--- src/rtl/alu_display_pkg.sv ---
`default_nettype none
// ============================================================================
// Module      : alu_display_pkg
// Description : Shared constants for the ALU result display: active-low
//               seven-segment glyphs ([6:0] = g..a), blank/off codes and
//               the anode select helper.
// Revision    : 1.0 - initial release
// ============================================================================
package alu_display_pkg;

  localparam logic [6:0] GLYPH_0 = 7'h40;
  localparam logic [6:0] GLYPH_1 = 7'h79;
  localparam logic [6:0] GLYPH_2 = 7'h24;
  localparam logic [6:0] GLYPH_3 = 7'h30;
  localparam logic [6:0] GLYPH_4 = 7'h19;
  localparam logic [6:0] GLYPH_5 = 7'h12;
  localparam logic [6:0] GLYPH_6 = 7'h02;
  localparam logic [6:0] GLYPH_7 = 7'h78;
  localparam logic [6:0] GLYPH_8 = 7'h00;
  localparam logic [6:0] GLYPH_9 = 7'h10;
  localparam logic [6:0] GLYPH_A = 7'h08;
  localparam logic [6:0] GLYPH_B = 7'h03;  // lower-case b
  localparam logic [6:0] GLYPH_C = 7'h46;
  localparam logic [6:0] GLYPH_D = 7'h21;  // lower-case d
  localparam logic [6:0] GLYPH_E = 7'h06;
  localparam logic [6:0] GLYPH_F = 7'h0E;

  // All seven segments dark (cathodes are active-low)
  localparam logic [6:0] SEG_BLANK = 7'h7F;
  // All four digit anodes off (active-low)
  localparam logic [3:0] AN_OFF    = 4'hF;

  // Active-low one-hot anode pattern for a digit index
  function automatic logic [3:0] an_select(input logic [1:0] idx);
    return ~(4'b0001 << idx);
  endfunction

endpackage : alu_display_pkg
`default_nettype wire

--- src/rtl/alu_display_hex7seg.sv ---
`default_nettype none
// ============================================================================
// Module      : hex7seg
// Description : Combinational hex nibble to active-low seven-segment glyph.
// Revision    : 1.0 - initial release
// ============================================================================
module hex7seg
  import alu_display_pkg::*;
(
  input  logic [3:0] i_nibble,
  output logic [6:0] o_seg
);

  // Glyph lookup
  always_comb begin
    o_seg = GLYPH_0;
    case (i_nibble)
      4'h0:    o_seg = GLYPH_0;
      4'h1:    o_seg = GLYPH_1;
      4'h2:    o_seg = GLYPH_2;
      4'h3:    o_seg = GLYPH_3;
      4'h4:    o_seg = GLYPH_4;
      4'h5:    o_seg = GLYPH_5;
      4'h6:    o_seg = GLYPH_6;
      4'h7:    o_seg = GLYPH_7;
      4'h8:    o_seg = GLYPH_8;
      4'h9:    o_seg = GLYPH_9;
      4'hA:    o_seg = GLYPH_A;
      4'hB:    o_seg = GLYPH_B;
      4'hC:    o_seg = GLYPH_C;
      4'hD:    o_seg = GLYPH_D;
      4'hE:    o_seg = GLYPH_E;
      default: o_seg = GLYPH_F;
    endcase
  end

endmodule : hex7seg
`default_nettype wire

--- src/rtl/alu_display.sv ---
`default_nettype none
// ============================================================================
// Module      : alu_display
// Description : Captures a CPU ALU result plus ZF/OF into a shadow register
//               and scans one 16-bit half of it onto a 4-digit multiplexed
//               seven-segment display, with optional leading-zero blanking
//               and flag decimal points. The shown value only changes at
//               frame boundaries so a frame is never torn.
// Revision    : 1.0 - initial release
// ============================================================================
module alu_display
  import alu_display_pkg::*;
#(
  parameter int REFRESH_DIV = 65536,
  parameter bit BLANK_LZ    = 1'b1
) (
  input  logic        CLK,
  input  logic        RST,
  input  logic [31:0] ALU_OUT,
  input  logic        ALU_ZF,
  input  logic        ALU_OF,
  input  logic        LOAD,
  input  logic        FREEZE,
  input  logic        HALF,
  output logic [7:0]  SEG,
  output logic [3:0]  AN
);

  localparam int                 c_cnt_w    = $clog2(REFRESH_DIV);
  localparam logic [c_cnt_w-1:0] c_cnt_last = c_cnt_w'(REFRESH_DIV - 1);

  logic [c_cnt_w-1:0] r_refresh_cnt;
  logic [1:0]         r_digit_idx;
  logic [31:0]        r_shadow_word;
  logic               r_shadow_zf;
  logic               r_shadow_of;
  logic [15:0]        r_frame_word;
  logic               r_frame_zf;
  logic               r_frame_of;

  logic               w_slot_wrap;
  logic               w_frame_wrap;
  logic [3:0]         w_nibble;
  logic               w_upper_zero;
  logic [6:0]         w_glyph;
  logic               w_dp_n;
  logic [7:0]         w_seg_next;
  logic [3:0]         w_an_next;

  assign w_slot_wrap  = (r_refresh_cnt == c_cnt_last);
  assign w_frame_wrap = w_slot_wrap && (r_digit_idx == 2'd3);

  // Shadow capture of the ALU result and flags
  always_ff @(posedge CLK or negedge RST) begin
    if (!RST) begin
      r_shadow_word <= 32'h0;
      r_shadow_zf   <= 1'b0;
      r_shadow_of   <= 1'b0;
    end else if (LOAD && !FREEZE) begin
      r_shadow_word <= ALU_OUT;
      r_shadow_zf   <= ALU_ZF;
      r_shadow_of   <= ALU_OF;
    end
  end

  // Refresh counter and digit index; each digit owns REFRESH_DIV cycles
  always_ff @(posedge CLK or negedge RST) begin
    if (!RST) begin
      r_refresh_cnt <= '0;
      r_digit_idx   <= 2'd0;
    end else if (w_slot_wrap) begin
      r_refresh_cnt <= '0;
      r_digit_idx   <= r_digit_idx + 2'd1;
    end else begin
      r_refresh_cnt <= r_refresh_cnt + c_cnt_w'(1);
    end
  end

  // Frame latch: the selected shadow half and flags are sampled only as
  // digit 3 hands over to digit 0, using the shadow from before this edge
  always_ff @(posedge CLK or negedge RST) begin
    if (!RST) begin
      r_frame_word <= 16'h0;
      r_frame_zf   <= 1'b0;
      r_frame_of   <= 1'b0;
    end else if (w_frame_wrap) begin
      r_frame_word <= HALF ? r_shadow_word[31:16] : r_shadow_word[15:0];
      r_frame_zf   <= r_shadow_zf;
      r_frame_of   <= r_shadow_of;
    end
  end

  // Current digit nibble and whether it plus all higher nibbles are zero
  always_comb begin
    w_nibble     = r_frame_word[3:0];
    w_upper_zero = 1'b0;
    case (r_digit_idx)
      2'd0: begin
        w_nibble     = r_frame_word[3:0];
        w_upper_zero = 1'b0;
      end
      2'd1: begin
        w_nibble     = r_frame_word[7:4];
        w_upper_zero = (r_frame_word[15:4] == 12'h000);
      end
      2'd2: begin
        w_nibble     = r_frame_word[11:8];
        w_upper_zero = (r_frame_word[15:8] == 8'h00);
      end
      default: begin
        w_nibble     = r_frame_word[15:12];
        w_upper_zero = (r_frame_word[15:12] == 4'h0);
      end
    endcase
  end

  hex7seg u_hex7seg (
    .i_nibble (w_nibble),
    .o_seg    (w_glyph)
  );

  // Next segment/anode values; anodes go dark in the first cycle of every
  // slot so the previous digit's segments cannot ghost onto the new digit
  always_comb begin
    w_dp_n     = ~(((r_digit_idx == 2'd0) && r_frame_zf) ||
                   ((r_digit_idx == 2'd3) && r_frame_of));
    w_seg_next = {w_dp_n, (BLANK_LZ && w_upper_zero) ? SEG_BLANK : w_glyph};
    w_an_next  = (r_refresh_cnt == '0) ? AN_OFF : an_select(r_digit_idx);
  end

  // Registered display drive
  always_ff @(posedge CLK or negedge RST) begin
    if (!RST) begin
      SEG <= {1'b1, SEG_BLANK};
      AN  <= AN_OFF;
    end else begin
      SEG <= w_seg_next;
      AN  <= w_an_next;
    end
  end

endmodule : alu_display
`default_nettype wire

--- config.mk ---
export PLATFORM = sky130hd
export DESIGN_NAME = alu_display
export DESIGN_NICKNAME = d
export VERILOG_FILES = /design/src/rtl/alu_display_pkg.sv /design/src/rtl/alu_display_hex7seg.sv /design/src/rtl/alu_display.sv
export SDC_FILE = /design/constraint.sdc
export NUM_CORES = 1
export LEC_CHECK = 0
export CAP_MARGIN = 20
export CORE_ASPECT_RATIO = 1.1
export CORE_MARGIN = 4
export CORE_UTILIZATION = 55
export CTS_BUF_LIST = sky130_fd_sc_hd__clkbuf_8 sky130_fd_sc_hd__clkbuf_16
export CTS_CLUSTER_SIZE = 16
export DETAILED_ROUTE_END_ITERATION = 10
export PLACE_DENSITY = 0.8
export SYNTH_ARGS = -nofsm -noshare
export SYNTH_HDL_FRONTEND = slang
export SYNTH_HIERARCHICAL = 1
export SYNTH_SLANG_ARGS = --single-unit
--- constraint.sdc ---
create_clock -name CLK -period 3.5 [get_ports CLK]
set_input_delay 0.875 -clock CLK [delete_from_list [all_inputs] [get_ports CLK]]
set_output_delay 0.875 -clock CLK [all_outputs]
set_load 0.05 [all_outputs]
Word level (Yosys, flattened, before mapping)
Memories as Yosys holds them, arrays and structs flattened.
Index checks and enable logic that the tools add are counted.

storage, ports and cells
  bits in read-only memories = 112
  memories kept = 1
  register bits after elaboration = 82
  logic and storage cells = 37
  input port bits = 39
  output and inout bits = 12

operators by class
  reduce and logical (&&, ||, !) cells = 11
  muxes and demuxes = 6
  bitwise gates (word level) = 2
  shifts and indexed selects = 1
  add/subtract/negate cells = 2
  equality and inequality tests = 4

memories
  name              depth  width  rd ports  clocked after memory_dff  wr ports  RTL line                   source
  (name not given)  16     7      1         0                         0         alu_display_hex7seg.sv:17  case (i_nibble)

operator list
  cell                     number
  $mux W16                 2
  $add A16 B1 Y16 const B  1
  $eq A16 B16 Y1 const B   1
  $logic_not A16 Y1        1
  $logic_not A12 Y1        1
  $pmux W4 S3              1
  $logic_not A8 Y1         1
  $mux W7                  1
  $eq A2 B2 Y1 const B     2
  $logic_and A1 B1 Y1      4
  $logic_not A4 Y1         1
  $mux W4                  1
  $not A4 Y4               1
  $shl A1 B2 Y4 const A    1
  $pmux W1 S3              1
  $add A2 B1 Y2 const B    1
  $eq A2 B1 Y1 const B     1
  $logic_not A2 Y1         1
  $logic_not A1 Y1         1
  $logic_or A1 B1 Y1       1
  $not A1 Y1               1

Longest topological paths before layout
Gate-level depths: netlist (run 1).

  word-level depth = 4
  gate-level depth with buffers = 10
  mapped depth without buffers = 10

Hierarchy
The synthesis (run 1) kept the hierarchy.

modules (own cells, without submodules)
  module       area each (um^2)  times used  cells each  sequential area each (um^2)
  alu_display  3628.5            1           262         2067.0
  hex7seg      275.3             1           32          0.0

Least setup slack after synthesis (run 1)
Ideal clock, no wire load.

  path type = register to register
  from = reg r_digit_idx[0]
  to = reg SEG[3]
  data required time = 3.412 ns
  library setup time = 0.088 ns
  arrival time = 2.505 ns
  stages on the path, launching flop included = 10
  path buffers = 0
  path slack = 0.907 ns
  period minus slack after synthesis = 2.593 ns
  cells stage by stage = dfrtp_1 -> inv_1 -> ha_1 -> a222oi_1 -> mux2i_1 -> inv_1 -> ha_1 -> inv_1 -> mux4_1 -> or3_1

between the ends
  longest elaborated chain between the ends = 4
  elaborated cells between the ends (all ways) = 7
  those cells by class = 2 x eq/ne; 3 x mux; 1 x reduce/logical; 1 x memory

RTL lines
  element                                     RTL line            source
  start, declared                             alu_display.sv:33   logic [1:0] r_digit_idx;
  start signal, assigned                      alu_display.sv:73   r_digit_idx <= r_digit_idx + 2'd1;
  $eq A2 B2 Y1, or another cell as far along  alu_display.sv:97   case (r_digit_idx)
  $pmux W4 S3 *                               alu_display.sv:97
  named net w_nibble[0]                       alu_display.sv:43   logic [3:0] w_nibble;
  $mem_v2 Z16 W7 *                            --
  named net w_glyph[3]                        alu_display.sv:45   logic [6:0] w_glyph;
  $mux W7 *                                   alu_display.sv:127  w_seg_next = {w_dp_n, (BLANK_LZ && w_upper_zero) ? SEG_BLANK : w_glyph};
  named net w_seg_next[3]                     alu_display.sv:47   logic [7:0] w_seg_next;
  end signal, assigned                        alu_display.sv:134  SEG <= {1'b1, SEG_BLANK};
  end signal, assigned                        alu_display.sv:137  SEG <= w_seg_next;
  end, declared                               alu_display.sv:25   output logic [7:0] SEG,

Mark *: on every way through the listed nets, which the timed path passes. The rest lies on a longest branch.
A chain may end at the register's enable or synchronous reset.

Worst setup path after layout (run 1)
Ends and elaborated chain as after synthesis.

==> results of run 1 <==
==> per-stage QoR <==
| stage | total power, mW | area [µm²] | hold slack, ns | std cells | worst slack (ns) |
|---|---|---|---|---|---|
| 6_report | 1.895 | 4688 | 0.4048 | 435 | 0.5677 |
| 2_1_floorplan | 1.138 | 3904 | 0.3857 | 294 | 0.9068 |
| 5_1_grt | 1.973 | 4688 | 0.4095 | 435 | 0.3499 |
| 4_1_cts | 1.913 | 4661 | 0.4702 | 434 | 0.5973 |
| 3_3_place_gp | 1.216 | 4454 | 0.4746 | 418 | 0.7584 |
| 3_5_place_dp | 1.224 | 4454 | 0.4455 | 418 | 0.6070 |
==> state kept, by name, indices dropped and copies added, names as in the netlist <==
register,flops
r_frame_of,1
r_refresh_cnt,16
AN,4
r_shadow_word,32
r_digit_idx,2
r_shadow_zf,1
r_frame_word,16
SEG,8
r_shadow_of,1
r_frame_zf,1
==> layout make-up <==
cell class	instances	area (µm²)	area share (%)
clock buffers	11	151.4	3.229
clock inverters	5	55.05	1.174
inverters	12	45.04	0.9608
multi-input cells	188	1712	36.51
flip-flops and latches	82	2067	44.09
well taps	82	102.6	2.188
repair buffers	55	555.5	11.85
==> cells by family after synthesis <==
kind of cell               synth area share, %
adders and majority gates                4.487
DFF                                      52.95
muxes                                    22.95
xor gates and xnor gates                 2.917
and+or+nand+nor                          10.26
buffers and inverters                    3.269
AOI/OAI and AO/OA                        3.173
==> power by group through the flow <==
stage	Combinational [mW]	Clock, mW	Sequential (mW)
CTS	0.171	0.707	1.04
global placement	0.167	0	1.05
finish	0.171	0.689	1.03
global route	0.189	0.741	1.04
detailed placement	0.170	0	1.05
floorplan	0.0963	0	1.04
==> synth_stat cells, types with 5 or more instances <==
master,n
dfstp_2,12
mux2i_1,16
nand3_1,5
mux2_2,55
clkbuf_1,5
dfrtp_1,70
nor4_1,6
or3_1,7
inv_1,12
xor2_1,7
xnor2_1,6
ha_1,14
nor2_1,17
mux2_4,6
nand2_1,11
==> per-layer routing <==
layer	share of wire [%]	vias up	track usage (%)
met5	0	-	0
met4	2.1	0	7.935
met3	4.3	13	4.195
met2	49	51	29.24
met1	44	1211	23.80
li1	-	1153	-
==> layout by cell type, fill, tap and decap left out, types with 4 or more instances in the layout <==
master and instances:
nor2_1 17, xor2_1 7, nor4_1 6, or3_1 7, nand3_1 5, nor3_1 4
o21ai_0 4, a222oi_1 4, dfrtp_1 70, dfstp_2 12, mux2i_1 16, nand2_1 11
mux2_4 6, mux2_2 55, inv_1 14, xnor2_1 6, ha_1 14, buf_4 5
clkdlybuf4s50_1 49, clkbuf_8 11
==> worst max path at each step <==
stage	startpoint	end	slack [ns]
global route	r_digit_idx[0]$_DFFE_PN0N_	SEG[3]$_DFF_PN1_	0.35
finish	r_digit_idx[0]$_DFFE_PN0N_	SEG[3]$_DFF_PN1_	0.57
global placement	r_digit_idx[0]$_DFFE_PN0N_	SEG[3]$_DFF_PN1_	0.76
detailed placement	r_digit_idx[0]$_DFFE_PN0N_	SEG[3]$_DFF_PN1_	0.61
floorplan	r_digit_idx[0]$_DFFE_PN0N_	SEG[3]$_DFF_PN1_	0.91
CTS	r_digit_idx[0]$_DFFE_PN0N_	SEG[3]$_DFF_PN1_	0.60
==> worst max-delay path: cells and delay by family (launching register included) <==
family	cells	cell delay (ns)
AND/OR/NAND/NOR	1	0.37
flip-flops	1	0.43
adder cells (fa/ha/maj)	2	0.61
multiplexers	2	0.91
buffers and inverters	3	0.39
AO/OA/AOI/OAI	1	0.14
==> flow_metrics.tcl, run 1 <==
set metrics [dict create \
    status "complete, no violations" \
    cpMostUsedCell "inv_1" \
    rr_endpoint "SEG[3]$_DFF_PN1_" \
    htree_levels 3 \
    hold_viol 0 \
    fill_cells 502 \
    reg2regPathDepth 9 \
    yosysSeqAreaShare_pct 52.95 \
    rsz0062_at_grt "no" \
    slowest_stage "mux4_1" \
    drive_gt1_share_pct 28.33 \
    fin_nets 401 \
    clock-sinks 82 \
    power.static_leakage_nw 2.058 \
    cts-root-buf "clkbuf_8" \
    reg2reg_from "r_digit_idx[0]$_DFFE_PN0N_" \
    place_congestion 0.8566 \
    yosys-top-cells-area "dfrtp_1, mux2_2, dfstp_2" \
    dieHeight_um 96.36 \
    grt_pass1_vias 2529 \
    syn2layout_area_growth_pct 20.10 \
    ys.flop_type "dfrtp_1" \
    antenna_left 0 \
    synthesis.area_mm2 0.003904 \
    wire_per_inst_um 15.92 \
    start_util_pct 57.84 \
    min_path_type "input pin to asynchronous set/reset pin" \
    fp.dieW_um 88.33 \
    slowest_delay_ns 0.46 \
    via_per_inst 5.582 \
    critPathKind "register to register" \
    synth_top_area_share_pct 44.87 \
    period_share_pct 83.78 \
    clock_path_buffers 2 \
    synth_edf_count 0 \
    worstPathArrival_ns 3.20 \
    cp_max_fo 7 \
    die-area_mm2 0.008511 \
    drt_iter0_drc 229 \
    setup_viol 0 \
    slew_violations 0 \
    period_minus_slack_ns 2.932 \
    combPwrFrac_pct 9.0 \
    p_sw_share_pct 21.65 \
    fp-row-count 31 \
    irDropWorstVdd_uv 235.8 \
    intPower_mw 1.485 \
    cp-end-kind "register" \
    cts_tree "yes" \
    crit_chain "inv_1, ha_1, a222oi_1, mux2i_1, inv_1, ha_1, inv_1, mux4_1, or3_1" \
    grt-ovfl-total 0 \
    p_per_area_mw_per_mm2 404.2 \
    dp.final_hpwl_um 5016 \
    port_buffers 50 \
    finish.utilization_pct 69.47 \
    drt_pre_antenna_iters 5 \
    startpoint_type "register" \
    io_pins 51 \
    drc 0 \
    synth_warnings 6 \
    ys_async_sr_fraction_pct 100.0 \
    syn_nets 347 \
    p_sw_mw 0.4102 \
    insertion_delay_ns 0.35 \
    antenna_found_initial 0 \
    avgSynthCellArea_um2 13.28 \
    diodes 0 \
    cp.required_ns 3.77 \
    grt_use_total_pct 18.28 \
    slew_headroom_pct 24.90 \
    p_seq_share_pct 54.6 \
    cts_setup_buffers 0 \
    grt_pass1_wl_um 11880 \
    tns_ns 0 \
    yosysUniqueCellTypes 43 \
    ff2ff_setup_slack_ns 0.57 \
    synth_largest_area_cell "dfrtp_1" \
    postCtsHoldBufs 0 \
    core_mm2 0.006749 \
    maxCapViolations 0 \
    grt_max_degree 83 \
    skew_ns 0.008485 \
    netlist_instances 294 \
    cts_resized 0 \
    cts_inserted_buffers 9 \
    path_clk_slew_ns 0.08 \
    finalWirelength_um 6924 \
    clock.fmax_ghz 0.3410 \
    p_clk_share_pct 36.3 \
    tightestPinTransition_ns 1.095 \
    num_vias 2428 \
    ys_ff_latch 82 \
]
(Power assumes the default switching activity.)
==> run 2: changes to the inputs <==
- CORE_UTILIZATION: 55 -> 50
- PLACE_DENSITY: 0.8 -> 0.76
- clock period: 3.5 -> 2.35 ns (I/O delays scaled with it)
==> run 2 against run 1 <==
  * The run now ends with setup timing left
  * Clock-buffer cell count fell by 1
  * Final cell count grew 12%
  * Wire length increased by 8.9%
  * Critical path depth is 1 higher
  * First-iteration DRC count down 57%
  * Final area is 9.0% higher
  * Sequential cell count stayed put
  * Via count up 5.0%
  * Largest power group unchanged
  * Sequential power grew 50%
  * Largest cell class unchanged
==> flow_metrics.tcl, run 2 (synthesized netlist as in run 1, its figures left out) <==
set metrics [dict create \
    syn2layout_area_growth_pct 30.96 \
    p_per_area_mw_per_mm2 570.4 \
    reg2regPathDepth 10 \
    slew_headroom_pct 66.23 \
    crit_chain "inv_4, ha_4, a222oi_1, buf_4, mux2i_4, inv_2, ha_4, inv_2, mux4_2, or3_1" \
    clock-sinks 82 \
    cp-end-kind "register" \
    grt-ovfl-total 0 \
    dp.final_hpwl_um 5359 \
    die-area_mm2 0.009286 \
    period_minus_slack_ns 2.398 \
    startpoint_type "register" \
    via_per_inst 5.215 \
    rsz0062_at_grt "yes" \
    reg_top3 "r_shadow_word (32), r_frame_word (16), r_refresh_cnt (16)" \
    cp.required_ns 2.62 \
    fin_nets 432 \
    insertion_delay_ns 0.35 \
    core_mm2 0.007515 \
    drc 0 \
    final_common_cell "dfrtp_1" \
    setup_viol 3 \
    largest_register "r_shadow_word" \
    antenna_left 0 \
    cp_max_fo 5 \
    clock_path_buffers 2 \
    cts-root-buf "clkbuf_8" \
    power.static_leakage_nw 2.233 \
    dieHeight_um 100.7 \
    slowest_stage "dfrtp_2" \
    port_buffers 50 \
    wire_per_inst_um 15.42 \
    finalWorstSetupSlack_ns -0.04769 \
    largest_register_ffs 32 \
    path_clk_slew_ns 0.09 \
    num_vias 2550 \
    critPathKind "register to register" \
    violations "setup timing" \
    status "complete, but fails checks" \
    grt_pass1_wl_um 13100 \
    fp-row-count 33 \
    period_share_pct 102.0 \
    grt_max_degree 66 \
    diodes 0 \
    finalWirelength_um 7538 \
    antenna_found_initial 0 \
    irDropWorstVdd_uv 388.5 \
    hold_viol 0 \
    tightestPinTransition_ns 0.5050 \
    worstPathArrival_ns 2.67 \
    maxCapViolations 0 \
    drive_gt1_share_pct 39.58 \
    start_util_pct 51.95 \
    grt_use_total_pct 17.90 \
    postCtsHoldBufs 0 \
    drt_iter0_drc 99 \
    fp.dieW_um 92.25 \
    drt_pre_antenna_iters 6 \
    slew_violations 0 \
    htree_levels 3 \
    place_congestion 0.8361 \
    finish.utilization_pct 68.03 \
    skew_ns 0.01108 \
    grt_pass1_vias 2817 \
    slowest_delay_ns 0.47 \
    min_path_type "input pin to asynchronous set/reset pin" \
    clock.fmax_ghz 0.4171 \
    power_mw 2.916 \
    io_pins 51 \
    cts_inserted_buffers 9 \
    mostFrequentLayoutCells "dfrtp_1, mux2_2, clkdlybuf4s50_1" \
    cts_tree "yes" \
]
-- run 2: report_power, final --
part	total, mW	leakage (nW)	switching (mW)	internal (mW)
sequential	1.54	0.988	0.0398	1.50
combinational	0.262	1.13	0.0900	0.172
clock	1.12	0.113	0.497	0.620
-- run 2: final timing paths --
| path | startpoint | end | slack, ns |
|---|---|---|---|
| setup / recovery | r_digit_idx[0]$_DFFE_PN0N_ | SEG[3]$_DFF_PN1_ | -0.05 |
| hold / removal | RST | r_shadow_word[30]$_DFFE_PN0P_ | 0.09 |
| setup reg to reg | r_digit_idx[0]$_DFFE_PN0N_ | SEG[3]$_DFF_PN1_ | -0.05 |
| hold reg to reg | r_frame_of$_DFFE_PN0P_ | SEG[7]$_DFF_PN1_ | 0.42 |
| max in group asynchronous | RST | AN[3]$_DFF_PN1_ | 1.61 |
| min in group CLK | r_frame_of$_DFFE_PN0P_ | SEG[7]$_DFF_PN1_ | 0.42 |
-- run 2: cell type report --
type	instances	area [µm²]
tap	105	131.4
fill	545	2402
sequential	82	2069
multi-input combinational	188	1829
clock buffer	10	137.6
inverter	12	50.05
timing repair buffer	86	813.3
clock inverter	6	81.33
-- run 2: timing repair --
action,CTS,global route
setup endpoints to repair,7,7
endpoints found under the hold margin,0,0
pin swaps,6,8
resized for setup,10,7
setup buffers,3,6
-- run 2: through the flow --
step	instances	hold slack [ns]	TNS (ns)	area (µm²)	worst slack, ns
floorplan	294	0.2919	-0.05974	3970	-0.03457
global placement	464	0.4207	-0.1965	4758	-0.04660
detailed placement	464	0.4134	-0.7596	4758	-0.1549
CTS	483	0.09375	-0.1859	5029	-0.07243
global route	489	0.09984	-0.7434	5112	-0.1607
finish	489	0.09277	-0.08151	5112	-0.04769
-- run 2: worst max-delay path, delay by kind of cell, from the launching register on --
| family | cells | cell delay [ns] |
|---|---|---|
| compound gates | 1 | 0.07 |
| fa+ha+maj | 2 | 0.44 |
| buf+inv | 4 | 0.39 |
| flops | 1 | 0.47 |
| mux | 2 | 0.64 |
| simple gates | 1 | 0.33 |
-- run 2: metal layers --
| layer | share of wire, % | track usage [%] |
|---|---|---|
| met4 | 1.7 | 6.971 |
| met3 | 3.4 | 3.435 |
| met5 | 0 | 0 |
| met1 | 43 | 22.57 |
| met2 | 52 | 30.62 |
